<file path="src/rtl/ascii_write_queue.sv">
// Posted-write queue for text-mode character stores: buffers byte/half/word stores
// and drains them one ASCII byte per cycle into the character RAM while drain_ok is high.
module ascii_write_queue #(
  parameter int DEPTH      = 8,
  parameter int CHAR_CELLS = 4800
) (
  input  logic        clk,
  input  logic        rst,
  input  logic        wr_en,
  input  logic [12:0] wr_addr,
  input  logic [31:0] wr_data,
  input  logic [1:0]  wr_size,
  input  logic        drain_ok,
  input  logic        clr_err,
  output logic        char_we,
  output logic [12:0] char_addr,
  output logic [7:0]  char_data,
  output logic        full,
  output logic        busy,
  output logic        overflow,
  output logic        range_err
);

  localparam int AW = $clog2(DEPTH);
  localparam int CW = AW + 1;
  localparam int EW = 13 + 32 + 2;
  localparam logic [13:0] CELL_LIMIT = 14'(CHAR_CELLS);

  typedef enum logic {
    IDLE,
    EMIT
  } state_t;

  // Entry layout: {addr[12:0], data[31:0], size[1:0]}
  logic [EW-1:0] mem [DEPTH];

  logic [AW-1:0] wr_ptr_reg;
  logic [AW-1:0] rd_ptr_reg;
  logic [CW-1:0] count_reg;
  logic [CW-1:0] count_next;
  state_t        state_reg;
  logic [1:0]    k_reg;
  logic [12:0]   hold_addr_reg;
  logic [31:0]   hold_data_reg;
  logic [1:0]    hold_size_reg;
  logic          overflow_reg;
  logic          range_err_reg;

  logic          store_req;
  logic          push;
  logic          pop;
  logic          emit_now;
  logic          in_range;
  logic          overflow_hit;
  logic          range_hit;
  logic [1:0]    last_k;
  logic [7:0]    byte_lane [4];

  assign full      = (count_reg == CW'(DEPTH));
  assign busy      = (count_reg != '0) || (state_reg != IDLE);
  assign overflow  = overflow_reg;
  assign range_err = range_err_reg;

  // full is taken from the pre-edge count, so a pop on the same edge never rescues a push
  assign store_req    = wr_en && (wr_size != 2'b00);
  assign push         = store_req && !full;
  assign overflow_hit = store_req && full;
  assign pop          = (state_reg == IDLE) && (count_reg != '0) && drain_ok;

  always_comb begin
    case ({push, pop})
      2'b10:   count_next = count_reg + CW'(1);
      2'b01:   count_next = count_reg - CW'(1);
      default: count_next = count_reg;
    endcase
  end

  always_ff @(posedge clk) begin
    if (push) begin
      mem[wr_ptr_reg] <= {wr_addr, wr_data, wr_size};
    end
  end

  always_ff @(posedge clk or negedge rst) begin
    if (!rst) begin
      wr_ptr_reg <= '0;
      rd_ptr_reg <= '0;
      count_reg  <= '0;
    end else begin
      if (push) begin
        wr_ptr_reg <= wr_ptr_reg + AW'(1);
      end
      if (pop) begin
        rd_ptr_reg <= rd_ptr_reg + AW'(1);
      end
      count_reg <= count_next;
    end
  end

  generate
    for (genvar gi = 0; gi < 4; gi++) begin : g_lane
      assign byte_lane[gi] = hold_data_reg[8*gi +: 8];
    end
  endgenerate

  always_comb begin
    case (hold_size_reg)
      2'b01:   last_k = 2'd0;
      2'b10:   last_k = 2'd1;
      default: last_k = 2'd3;
    endcase
  end

  // Cell address wraps at 8192 before the range check, so a top-of-map store can land on cell 0
  assign char_addr = hold_addr_reg + {11'b0, k_reg};
  assign char_data = byte_lane[k_reg];
  assign in_range  = ({1'b0, char_addr} < CELL_LIMIT);
  assign emit_now  = (state_reg == EMIT) && drain_ok;
  assign char_we   = emit_now && in_range;
  assign range_hit = emit_now && !in_range;

  always_ff @(posedge clk or negedge rst) begin
    if (!rst) begin
      state_reg     <= IDLE;
      k_reg         <= 2'd0;
      hold_addr_reg <= '0;
      hold_data_reg <= '0;
      hold_size_reg <= '0;
    end else begin
      case (state_reg)
        IDLE: begin
          if (pop) begin
            {hold_addr_reg, hold_data_reg, hold_size_reg} <= mem[rd_ptr_reg];
            k_reg     <= 2'd0;
            state_reg <= EMIT;
          end
        end
        EMIT: begin
          if (drain_ok) begin
            k_reg <= k_reg + 2'd1;
            if (k_reg == last_k) begin
              state_reg <= IDLE;
            end
          end
        end
        default: state_reg <= IDLE;
      endcase
    end
  end

  // A new error event on the same edge as clr_err keeps the flag set
  always_ff @(posedge clk or negedge rst) begin
    if (!rst) begin
      overflow_reg  <= 1'b0;
      range_err_reg <= 1'b0;
    end else begin
      if (overflow_hit) begin
        overflow_reg <= 1'b1;
      end else if (clr_err) begin
        overflow_reg <= 1'b0;
      end
      if (range_hit) begin
        range_err_reg <= 1'b1;
      end else if (clr_err) begin
        range_err_reg <= 1'b0;
      end
    end
  end

endmodule

</file>
<file path="config.mk">
export PLATFORM = sky130hd
export DESIGN_NAME = ascii_write_queue
export DESIGN_NICKNAME = d
export VERILOG_FILES = /design/src/rtl/ascii_write_queue.sv
export SDC_FILE = /design/constraint.sdc
export NUM_CORES = 1
export LEC_CHECK = 0
export ABC_AREA = 0
export ABC_CLOCK_PERIOD_IN_PS = 17900
export CAP_MARGIN = 20
export CORE_ASPECT_RATIO = 0.7
export CORE_UTILIZATION = 28
export CTS_BUF_LIST = sky130_fd_sc_hd__clkbuf_2
export DETAILED_ROUTE_END_ITERATION = 6
export SLEW_MARGIN = 20
export SYNTH_ARGS = -nofsm -noshare
export SYNTH_HDL_FRONTEND = slang
export SYNTH_SLANG_ARGS = --single-unit
</file>
<file path="constraint.sdc">
create_clock -name clk -period 17.9 [get_ports clk]
set_input_delay 3.58 -clock clk [delete_from_list [all_inputs] [get_ports clk]]
set_output_delay 3.58 -clock clk [all_outputs]
set_load 0.05 [all_outputs]
</file>
Word level (Yosys, flattened, before mapping)
Memories as Yosys holds them, arrays and structs flattened. A register that Yosys moved wholly into a read port is not among the register bits.
Index checks and enable logic that the tools add are counted.

word-level totals
  flip-flop bits (word level) = 15
  memories kept = 1
  bits in latches = 0
  RAM bits = 376
  logic and storage cells = 62
  bits in read-only memories = 0
  output and inout port bits = 26
  input port bits = 52

operators by class
  add/sub/neg operators = 6
  shifts and indexed selects = 0
  multiply operators = 0
  $lt $le $gt $ge = 2
  reduce and logical (&&, ||, !) cells = 19
  mux-type cells = 17
  divide/modulo/power cells = 0
  eq/ne operators = 8
  bitwise operators = 2

memory list
  name  depth  bits a word  rd ports  clocked after Yosys merged registers in  wr ports  RTL line  RTL
  mem   8      47           1         1                                        1         35        logic [EW-1:0] mem [DEPTH];

operator list
  cell                    number
  $bmux W8 S2             1
  $mux W8                 2
  $add A13 B2 Y13         1
  $lt A13 B13 Y1 const B  1
  $logic_and A1 B1 Y1     8
  $mux W1                 8
  $pmux W2 S2             2
  $pmux W4 S2             1
  $reduce_bool A2 Y1      4
  $add A3 B1 Y3 const B   2
  $add A4 B1 Y4 const B   1
  $eq A2 B1 Y1 const B    2
  $eq A2 B2 Y1 const B    2
  $eq A4 B4 Y1 const B    1
  $mux W2                 2
  $ne A2 B2 Y1 const B    2
  $reduce_and A2 Y1       2
  $reduce_bool A4 Y1      1
  $sub A4 B1 Y4 const B   1
  $ge A3 B3 Y1 const B    1
  $logic_not A1 Y1        3
  $not A2 Y3              1
  $add A2 B1 Y2 const B   1
  $eq A2 B2 Y1            1
  other kinds (3)         3

Longest topological paths before layout
Gate-level depths: netlist of the first run.

  depth after elaboration = 6
  mapped depth = 12
  gate-level depth less buffers = 12

Least setup slack after synthesis of the first run
OpenSTA, ideal clock, no wires.

  kind = input port to flip-flop
  start point = in wr_size[1]
  end point = mem mem[0][0] (netlist bit), enable pin
  slack = 8750 ps
  arrival = 8581 ps
  stages = 4
  setup time = 568 ps
  required time = 17332 ps
  buffers on the path = 0
  path through = o21ai_0 nor2_1 clkinv_1 nor4_1

on the way
  cells in the longest elaborated chain, start to end = 5

ends and longest elaborated chain
  what                           RTL line  RTL
  start, declared                12        input logic [1:0] wr_size,
  $reduce_bool A2 Y1             65        assign store_req = wr_en && (wr_size != 2'b00);
  $logic_and A1 B1 Y1            65
  $logic_and A1 B1 Y1            66        assign push = store_req && !full;
  $mux W1                        79        if (push) begin
  $mux W1 (not written as such)  80        mem[wr_ptr_reg] <= {wr_addr, wr_data, wr_size};
  end, declared                  35

No other way between the ends.

Worst setup path in the final report of the first run
  start point = in drain_ok
  end point = out char_we

on the way
  cells in the longest elaborated chain, start to end = 2

ends and longest elaborated chain
  what                 RTL line  RTL
  start, declared      13        input logic drain_ok,
  $logic_and A1 B1 Y1  118       assign emit_now = (state_reg == EMIT) && drain_ok;
  $logic_and A1 B1 Y1  119       assign char_we = emit_now && in_range;
  end, declared        15        output logic char_we,

No other way between the ends.

==> results of run 1 <==
-- metrics by stage --
| step | std cells | util | worst slack, ns |
|---|---|---|---|
| finish | 1882 | 0.329 | 9.17 |
| global placement | 1699 | 0.313 | 9.12 |
| global route | 1881 | 0.329 | 9.08 |
| CTS | 1878 | 0.329 | 9.15 |
| floorplan | 843 | - | 8.75 |
| detailed placement | 1699 | 0.313 | 9.15 |
-- power by group through the flow --
stage	registers, uW	logic [uW]	clock network [uW]
final	1420	1070	658
after global routing	1440	1160	731
after CTS	1420	1100	683
after detailed placement	1440	1090	0
after global placement	1440	1090	0
after floorplan	1360	830	0
-- placed cells by master, fill, tap and decap left out, types with 3 or more instances in the layout --
cell type	count
edfxtp_1	376
clkbuf_2	160
mux4_2	102
clkdlybuf4s50_1	76
dfrtp_1	59
nor2_1	55
a21oi_1	49
mux2i_1	48
buf_4	15
xnor2_1	14
inv_1	13
nand2_1	13
clkinv_1	11
xor2_1	8
ha_1	8
nand3_1	7
nor3_2	5
diode_2	4
nand2b_1	4
o21ai_0	4
nor2_4	3
bufinv_16	3
-- worst max-delay path, cell delays in order --
cell	delay (ns)
clkdlybuf4s50_1	0.54
nand2_1	0.11
nor2_1	0.12
clkdlybuf4s50_1	0.80
-- logic make-up (layout without fill, tap and decap cells) --
kind of cell,after synthesis,in the layout,synth area share
flops,438,438,0.751
mux,151,151,0.163
simple gates,101,101,0.0280
compound gates,63,63,0.0201
buf+inv,57,284,0.0165
xor+xnor,23,23,0.0129
fa+ha+maj,10,10,0.00820
other cells,0,4,0
-- area by class of cell --
cell class | instances | area, sq um
Timing Repair Buffer | 91 | 873
Fill cell | 5705 | 40400
Multi-Input combinational cell | 348 | 4030
Inverter | 14 | 52.6
Sequential cell | 438 | 12900
Clock inverter | 19 | 166
Tap cell | 808 | 1010
Clock buffer | 160 | 801
Antenna cell | 4 | 10.0
-- layer usage --
layer,wire length [um],up-vias,global-route usage
met5,100,-,0
met4,518,14,0.0320
met3,2070,62,0.0426
met2,16400,171,0.177
met1,17200,4308,0.164
li1,-,3768,-
-- path summary, 6_finish.rpt --
check / endpoint / slack, ns / cells after the start
setup / recovery: char_we / 9.17 / 4
hold / removal: count_reg[3]$_DFFE_PN0P_ / 0.51 / 1
setup reg to reg: mem[1][12]$_DFFE_PP_ / 14.61 / 7
hold reg to reg: count_reg[3]$_DFFE_PN0P_ / 0.51 / 1
max in group asynchronous: rd_ptr_reg[0]$_DFFE_PN0P_ / 14.60 / 1
min in group asynchronous: wr_ptr_reg[1]$_DFFE_PN0P_ / 2.62 / 1
-- synthesized netlist by cell type (2+ instances only) --
library cell	count	area, sq um
buf_6	6	67.6
nand3_1	7	35.0
a21o_1	2	15.0
fa_1	2	40.0
nor2b_1	2	12.5
nand2_1	13	48.8
a21oi_1	49	245
xor2_1	8	70.1
edfxtp_1	376	11300
nor2_1	58	218
o21ai_0	4	20.0
clkbuf_1	10	37.5
nand2b_1	4	25.0
mux4_2	102	2300
dfrtp_1	62	1550
inv_1	13	48.8
nor3_1	6	30.0
ha_1	8	100
buf_2	18	90.1
xnor2_1	14	123
mux2i_1	48	480
buf_1	8	30.0
nor4_1	2	12.5
==> results.cfg, run 1 <==
[placement]
dp_hpwl_um = 20800
io_buffer_count = 77
gp_congestion = 0.705
place_area_sq_um = 18800

[pwr]
p_switching_uw = 1130
total_power_uw = 3150
p_clk_frac = 0.209
ir_drop_mv = 0.0605
p_sw_frac = 0.358
cell_internal_pwr_uw = 2020
p_seq_frac = 0.450
p_leak_uw = 0.00663
powerDensity_nw_per_um2 = 159
power_frac_comb = 0.341

[floorplanning]
core_sq_um = 60200
die_y_um = 209
initial_utilization = 0.284
row_count = 75
die-area_sq_um = 62100
fp.dieW_um = 297
io_pins = 78

[timing]
maxSlewHeadroom = 0.288
finalCritPeriodShare = 0.488
setup_viol = 0
hold_viol = 0
maxSlewViolCount = 0
clock.fmax_ghz = 0.115
worst_hold_slack_ns = 0.508
finClkSkew_ns = 0.115
rsz0062_at_grt = false
min_period_ns = 8.73
setup_tns_ns = 0
worst_pin_slew_ns = 1.07

[routing]
routed_via_density = 4.42
via_count = 8323
drc = 0
wl_um = 36300
antenna_left = 0
drt_iter0_drc = 608
wl_per_cell_um = 19.3
dr.pass1.iters = 4

[clock_tree]
h-tree-depth = 3
cts_setup_buffers = 0
cts_tree = built
clk_path_buf_depth = 3
clk_latency_ns = 1.05
cts_root_buffer = clkbuf_2
path_clk_slew_ns = 0.10
post_cts_resized = 0
cts.sinks = 438
cts_made_buffers = 101
cts_hold_buf = 0

[critical_path]
start_kind = input port
startpoint = drain_ok
crit_fanout = 5
crit_arrival_ns = 5.15
crit_required_ns = 14.32
crit_type = in -> out
cp-end-kind = output port
r2r_start = count_reg[1]$_DFFE_PN0P_

[grt]
antenna_found_initial = 9
grt_first_pass_wirelength_um = 54900
grt_usage = 0.119
grt_pass1_vias = 8592
overflow = 0
grt_max_degree = 93

[yosys]
synth_edf_count = 376
async_flop_share = 0.142
syn_area_sq_um = 17100
yosys_warnings = 0
seq_area_frac_synth = 0.751
syn-num-nets = 905
syn_avg_cell_area_sq_um = 20.3
ys_seq_elements = 438
synthFlopType = edfxtp_1
ys_types = 44
synthCells = 843

[finish]
layout-drive-gt1-share = 0.286
area_growth_pct = 15.8
largest_reg_flops = 376
final_area_sq_um = 19800
nNetsFinal = 1056

[min_path]
hold_start = count_reg[3]$_DFFE_PN0P_
hp-class = reg -> reg

[run_status]
outcome = finished, final reports clean

[run]
max-cap-violations = 0
Note: power is estimated with default switching activity, not from simulation.
==> inputs of run 2 (changes only) <==
--- a/config.mk
+++ b/config.mk
@@ -6,7 +6,7 @@
 export NUM_CORES = 1
 export LEC_CHECK = 0
 export ABC_AREA = 0
-export ABC_CLOCK_PERIOD_IN_PS = 17900
+export ABC_CLOCK_PERIOD_IN_PS = 7240
 export CAP_MARGIN = 20
 export CORE_ASPECT_RATIO = 0.7
 export CORE_UTILIZATION = 28
==> constraint.sdc (replaced) <==
create_clock -name clk -period 7.24 [get_ports clk]
set_input_delay 1.448 -clock clk [delete_from_list [all_inputs] [get_ports clk]]
set_output_delay 1.448 -clock clk [all_outputs]
set_load 0.05 [all_outputs]
==> results.cfg, run 2 (synthesized netlist as in run 1, its figures left out) <==
[critical_path]
crit_arrival_ns = 4.45
startpoint = k_reg[0]$_DFFE_PN0P_
crit_type = reg -> out
reg2reg_to = hold_data_reg[7]$_DFFE_PN0P_
r2r_setup_slack_ns = 4.11
crit_end = char_we
crit_required_ns = 5.79
worstRegToRegCells = 4
start_kind = flip-flop
crit_fanout = 12
cp-end-kind = output port
r2r_start = rd_ptr_reg[0]$_DFFE_PN0P_

[pwr]
ir_drop_mv = 0.208
total_power_uw = 7750
p_leak_uw = 0.00660
powerDensity_nw_per_um2 = 392

[floorplanning]
die-area_sq_um = 62100
initial_utilization = 0.284
core_sq_um = 60200
row_count = 75
io_pins = 78
fp.dieW_um = 297
die_y_um = 209

[timing]
min_period_ns = 5.90
hold_viol = 0
maxSlewViolCount = 0
finClkSkew_ns = 0.0549
maxSlewHeadroom = 0.330
rsz0062_at_grt = false
setup_tns_ns = 0
finalCritPeriodShare = 0.815
worst_pin_slew_ns = 1.01
setup_slack_ns = 1.34
clock.fmax_ghz = 0.169
setup_viol = 0

[routing]
antenna_left = 0
via_count = 8386
routed_via_density = 4.45
dr.pass1.iters = 5
wl_um = 37000
wl_per_cell_um = 19.6
drc = 0
drt_iter0_drc = 683

[clock_tree]
post_cts_resized = 0
path_clk_slew_ns = 0.10
clk_path_buf_depth = 3
clk_latency_ns = 1.00
cts_made_buffers = 99
cts_root_buffer = clkbuf_2
cts_hold_buf = 0
cts_tree = built
cts.sinks = 438
cts_setup_buffers = 0
h-tree-depth = 3

[finish]
final_cell_mix = edfxtp_1, clkbuf_2, mux4_2, clkdlybuf4s50_1, dfrtp_1
nNetsFinal = 1053
largest_reg_flops = 376
final_common_cell = edfxtp_1
fill_cells = 5741
area_growth_pct = 15.5
layout-drive-gt1-share = 0.276

[grt]
grt_usage = 0.121
overflow = 0
grt_first_pass_wirelength_um = 55600
grt_pass1_vias = 8742
grt_max_degree = 102
antenna_found_initial = 8

[min_path]
hp-class = reg -> reg

[placement]
dp_hpwl_um = 21100
gp_congestion = 0.729
place_ws_ns = 2.24
io_buffer_count = 77

[run_status]
outcome = finished, final reports clean

[run]
max-cap-violations = 0
-- run 2: cell count changes in the layout (fill, tap and decap cells not counted) --
cell / before / now
clkinv_1: 11 / 25
clkbuf_2: 160 / 154
diode_2: 4 / 1
inv_6: 2 / 0
buf_4: 15 / 14
bufinv_16: 3 / 2
inv_2: 1 / 2
-- run 2: cell type report --
| type | count | area (sq um) | area share |
|---|---|---|---|
| diodes | 1 | 2.50 | 0.000127 |
| clock buffers | 154 | 771 | 0.0390 |
| clock inverters | 31 | 175 | 0.00887 |
| inverters | 14 | 52.6 | 0.00266 |
| multi-input cells | 348 | 4030 | 0.204 |
| flip-flops and latches | 438 | 12900 | 0.651 |
| well taps | 808 | 1010 | 0.0512 |
| repair buffers | 90 | 866 | 0.0438 |
-- run 2: worst max-delay path: stages (launching register included) --
cell and delay (ns):
dfrtp_1 0.84, ha_1 0.31, inv_1 0.07, fa_1 0.41
nand2b_1 0.23, nor3_2 0.30, nand3_2 0.16, xnor2_4 0.16
o21a_1 0.11, nor2_1 0.08, clkdlybuf4s50_1 0.81
-- run 2: layer usage --
layer  wire length, um  track usage  part of all wire  up-vias
met4               309       0.0256            0.0084       12
met1             17400        0.171              0.47     4371
met3              2170       0.0407             0.059       42
li1                  -            -                 -     3752
met5                79            0            0.0021        -
met2             17000        0.180              0.46      209
-- run 2: how the worst min path moves through the flow --
stage / from / to / cells after the start
final: count_reg[3]$_DFFE_PN0P_ / count_reg[3]$_DFFE_PN0P_ / 1
after floorplan: count_reg[3]$_DFFE_PN0P_ / count_reg[3]$_DFFE_PN0P_ / 1
after CTS: rst / rd_ptr_reg[1]$_DFFE_PN0P_ / 1
after global routing: rst / count_reg[0]$_DFFE_PN0P_ / 1
after detailed placement: count_reg[3]$_DFFE_PN0P_ / count_reg[3]$_DFFE_PN0P_ / 1
after global placement: count_reg[3]$_DFFE_PN0P_ / count_reg[3]$_DFFE_PN0P_ / 1
-- run 2: metrics by stage --
step,std cells,util,cell area [sq um],hold WS [ns]
floorplan,843,-,17100,0.464
global placement,1698,0.313,18800,0.489
detailed placement,1698,0.313,18800,0.494
CTS,1883,0.328,19800,0.432
global route,1883,0.328,19800,0.462
finish,1884,0.328,19800,0.517
-- run 2: power by group --
part	internal (uW)	total, uW	leakage [uW]	switching [uW]
combinational	1150	2650	0.00178	1500
clock	635	1570	0.000722	935
sequential	3160	3530	0.00410	378
total	4940	7750	0.00660	2810
==> inputs of run 3 (changes only) <==
--- a/config.mk
+++ b/config.mk
@@ -6,7 +6,7 @@
 export NUM_CORES = 1
 export LEC_CHECK = 0
 export ABC_AREA = 0
-export ABC_CLOCK_PERIOD_IN_PS = 7240
+export ABC_CLOCK_PERIOD_IN_PS = 4900
 export CAP_MARGIN = 20
 export CORE_ASPECT_RATIO = 0.7
 export CORE_UTILIZATION = 28
==> constraint.sdc (replaced) <==
create_clock -name clk -period 4.9 [get_ports clk]
set_input_delay 0.98 -clock clk [delete_from_list [all_inputs] [get_ports clk]]
set_output_delay 0.98 -clock clk [all_outputs]
set_load 0.05 [all_outputs]
==> results.cfg, run 3 (synthesized netlist as in run 1, its figures left out) <==
[run_status]
outcome = finished, final reports clean

[routing]
wl_um = 36600
antenna_left = 0
via_count = 8341
drc = 0
wl_per_cell_um = 19.3
dr.pass1.iters = 4
drt_iter0_drc = 577
routed_via_density = 4.40

[placement]
io_buffer_count = 77
gp_congestion = 0.724
dp_hpwl_um = 21500

[clock_tree]
post_cts_resized = 0
cts_tree = built
cts_hold_buf = 0
cts.sinks = 438
cts_root_buffer = clkbuf_2
clk_path_buf_depth = 3
path_clk_slew_ns = 0.12
h-tree-depth = 3
clk_latency_ns = 1.00
cts_setup_buffers = 0
cts_made_buffers = 104

[finish]
final_core_util = 0.330
final_cell_mix = edfxtp_1, clkbuf_2, mux4_2, clkdlybuf4s50_1, dfrtp_1
largest_reg_flops = 376
layout-drive-gt1-share = 0.282
area_growth_pct = 16.1
final_common_cell = edfxtp_1
n_antenna_cell = 0
nNetsFinal = 1065

[grt]
antenna_found_initial = 4
grt_max_degree = 101
overflow = 0
grt_usage = 0.120
grt_first_pass_wirelength_um = 55900
grt_pass1_vias = 8937

[critical_path]
crit_arrival_ns = 3.55
cpPeakStageDelay_ns = 0.82
critPathBufInv = 2
cp-end-kind = output port
cp_top_family = buffers and inverters
crit_type = reg -> out
start_kind = flip-flop
cp_cell_sequence = ha_1 -> inv_1 -> fa_1 -> nand2b_1 -> nor3_2 -> xor2_1 -> clkdlybuf4s50_1
crit_required_ns = 3.92
crit_slowest_cell = clkdlybuf4s50_1
crit_fanout = 4

[timing]
rsz0062_at_grt = false
finClkSkew_ns = 0.0900
clock.fmax_ghz = 0.221
worst_pin_slew_ns = 0.979
finalCritPeriodShare = 0.925
maxSlewViolCount = 0
hold_viol = 0
maxSlewHeadroom = 0.347
setup_viol = 0
min_period_ns = 4.53
setup_tns_ns = 0

[floorplanning]
row_count = 75
core_sq_um = 60200
fp.dieW_um = 297
initial_utilization = 0.284
die_y_um = 209
die-area_sq_um = 62100
io_pins = 78

[pwr]
p_seq_frac = 0.454
p_clk_frac = 0.202
ir_drop_mv = 0.272
cell_internal_pwr_uw = 7300
power_frac_comb = 0.345
p_sw_frac = 0.362
p_leak_uw = 0.00667
powerDensity_nw_per_um2 = 576
p_switching_uw = 4140

[run]
max-cap-violations = 0

[min_path]
hp-class = in -> async
[run 3: worst reg2reg max path, cell delays in order (launching register included)]
cell and delay, ns:
dfrtp_1 0.45, nor3_1 0.08, nand2_1 0.09, inv_1 0.07, nor2_1 0.24, clkinv_1 0.34, ha_1 0.35, ha_1 0.27
a21o_1 0.17, a21oi_1 0.19, xnor2_1 0.14, nor2_1 0.06, xor2_1 0.14
[run 3: path summary, 6_finish.rpt]
check	start	slack, ns	cells past startpoint	end
min in group clk	count_reg[3]$_DFFE_PN0P_	0.51	1	count_reg[3]$_DFFE_PN0P_
setup reg to reg	count_reg[0]$_DFFE_PN0P_	2.17	12	count_reg[3]$_DFFE_PN0P_
max in group asynchronous	rst	4.12	1	rd_ptr_reg[2]$_DFFE_PN0P_
hold / removal	rst	0.09	1	hold_data_reg[3]$_DFFE_PN0P_
hold reg to reg	count_reg[3]$_DFFE_PN0P_	0.51	1	count_reg[3]$_DFFE_PN0P_
setup / recovery	k_reg[0]$_DFFE_PN0P_	0.37	7	char_addr[10]
[run 3: power groups by stage]
stage | Sequential [uW] | Clock, uW | Combinational [uW]
after floorplan | 4980 | 0 | 3030
after global placement | 5270 | 0 | 4000
after detailed placement | 5290 | 0 | 4030
after CTS | 5210 | 2410 | 4040
after global routing | 5280 | 2590 | 4260
final | 5190 | 2310 | 3940
[run 3: layout make-up]
class	count	area (sq um)
Sequential cell	438	12900
Clock inverter	36	165
Timing Repair Buffer	97	943
Fill cell	5761	40300
Multi-Input combinational cell	348	4040
Inverter	14	52.6
Clock buffer	156	781
Tap cell	808	1010
[run 3: per-stage QoR]
| stage | hold slack (ns) | std cells | total power (uW) | worst slack [ns] | instance area (sq um) |
|---|---|---|---|---|---|
| final | 0.0912 | 1897 | 11400 | 0.366 | 19800 |
| after global routing | 0.0506 | 1897 | 12100 | 0.0888 | 19800 |
| after CTS | 0.00637 | 1897 | 11700 | 0.0294 | 19800 |
| after detailed placement | 0.497 | 1705 | 9320 | 1.05 | 18900 |
| after global placement | 0.494 | 1705 | 9270 | 1.05 | 18900 |
| after floorplan | 0.464 | 843 | 8010 | -0.397 | 17100 |
[run 3: metal layers]
layer	vias to the layer above	track usage	share of wire
met5	-	0	0.00063
met4	4	0.0336	0.013
met3	51	0.0336	0.068
met2	201	0.181	0.45
met1	4309	0.170	0.46
li1	3776	-	-
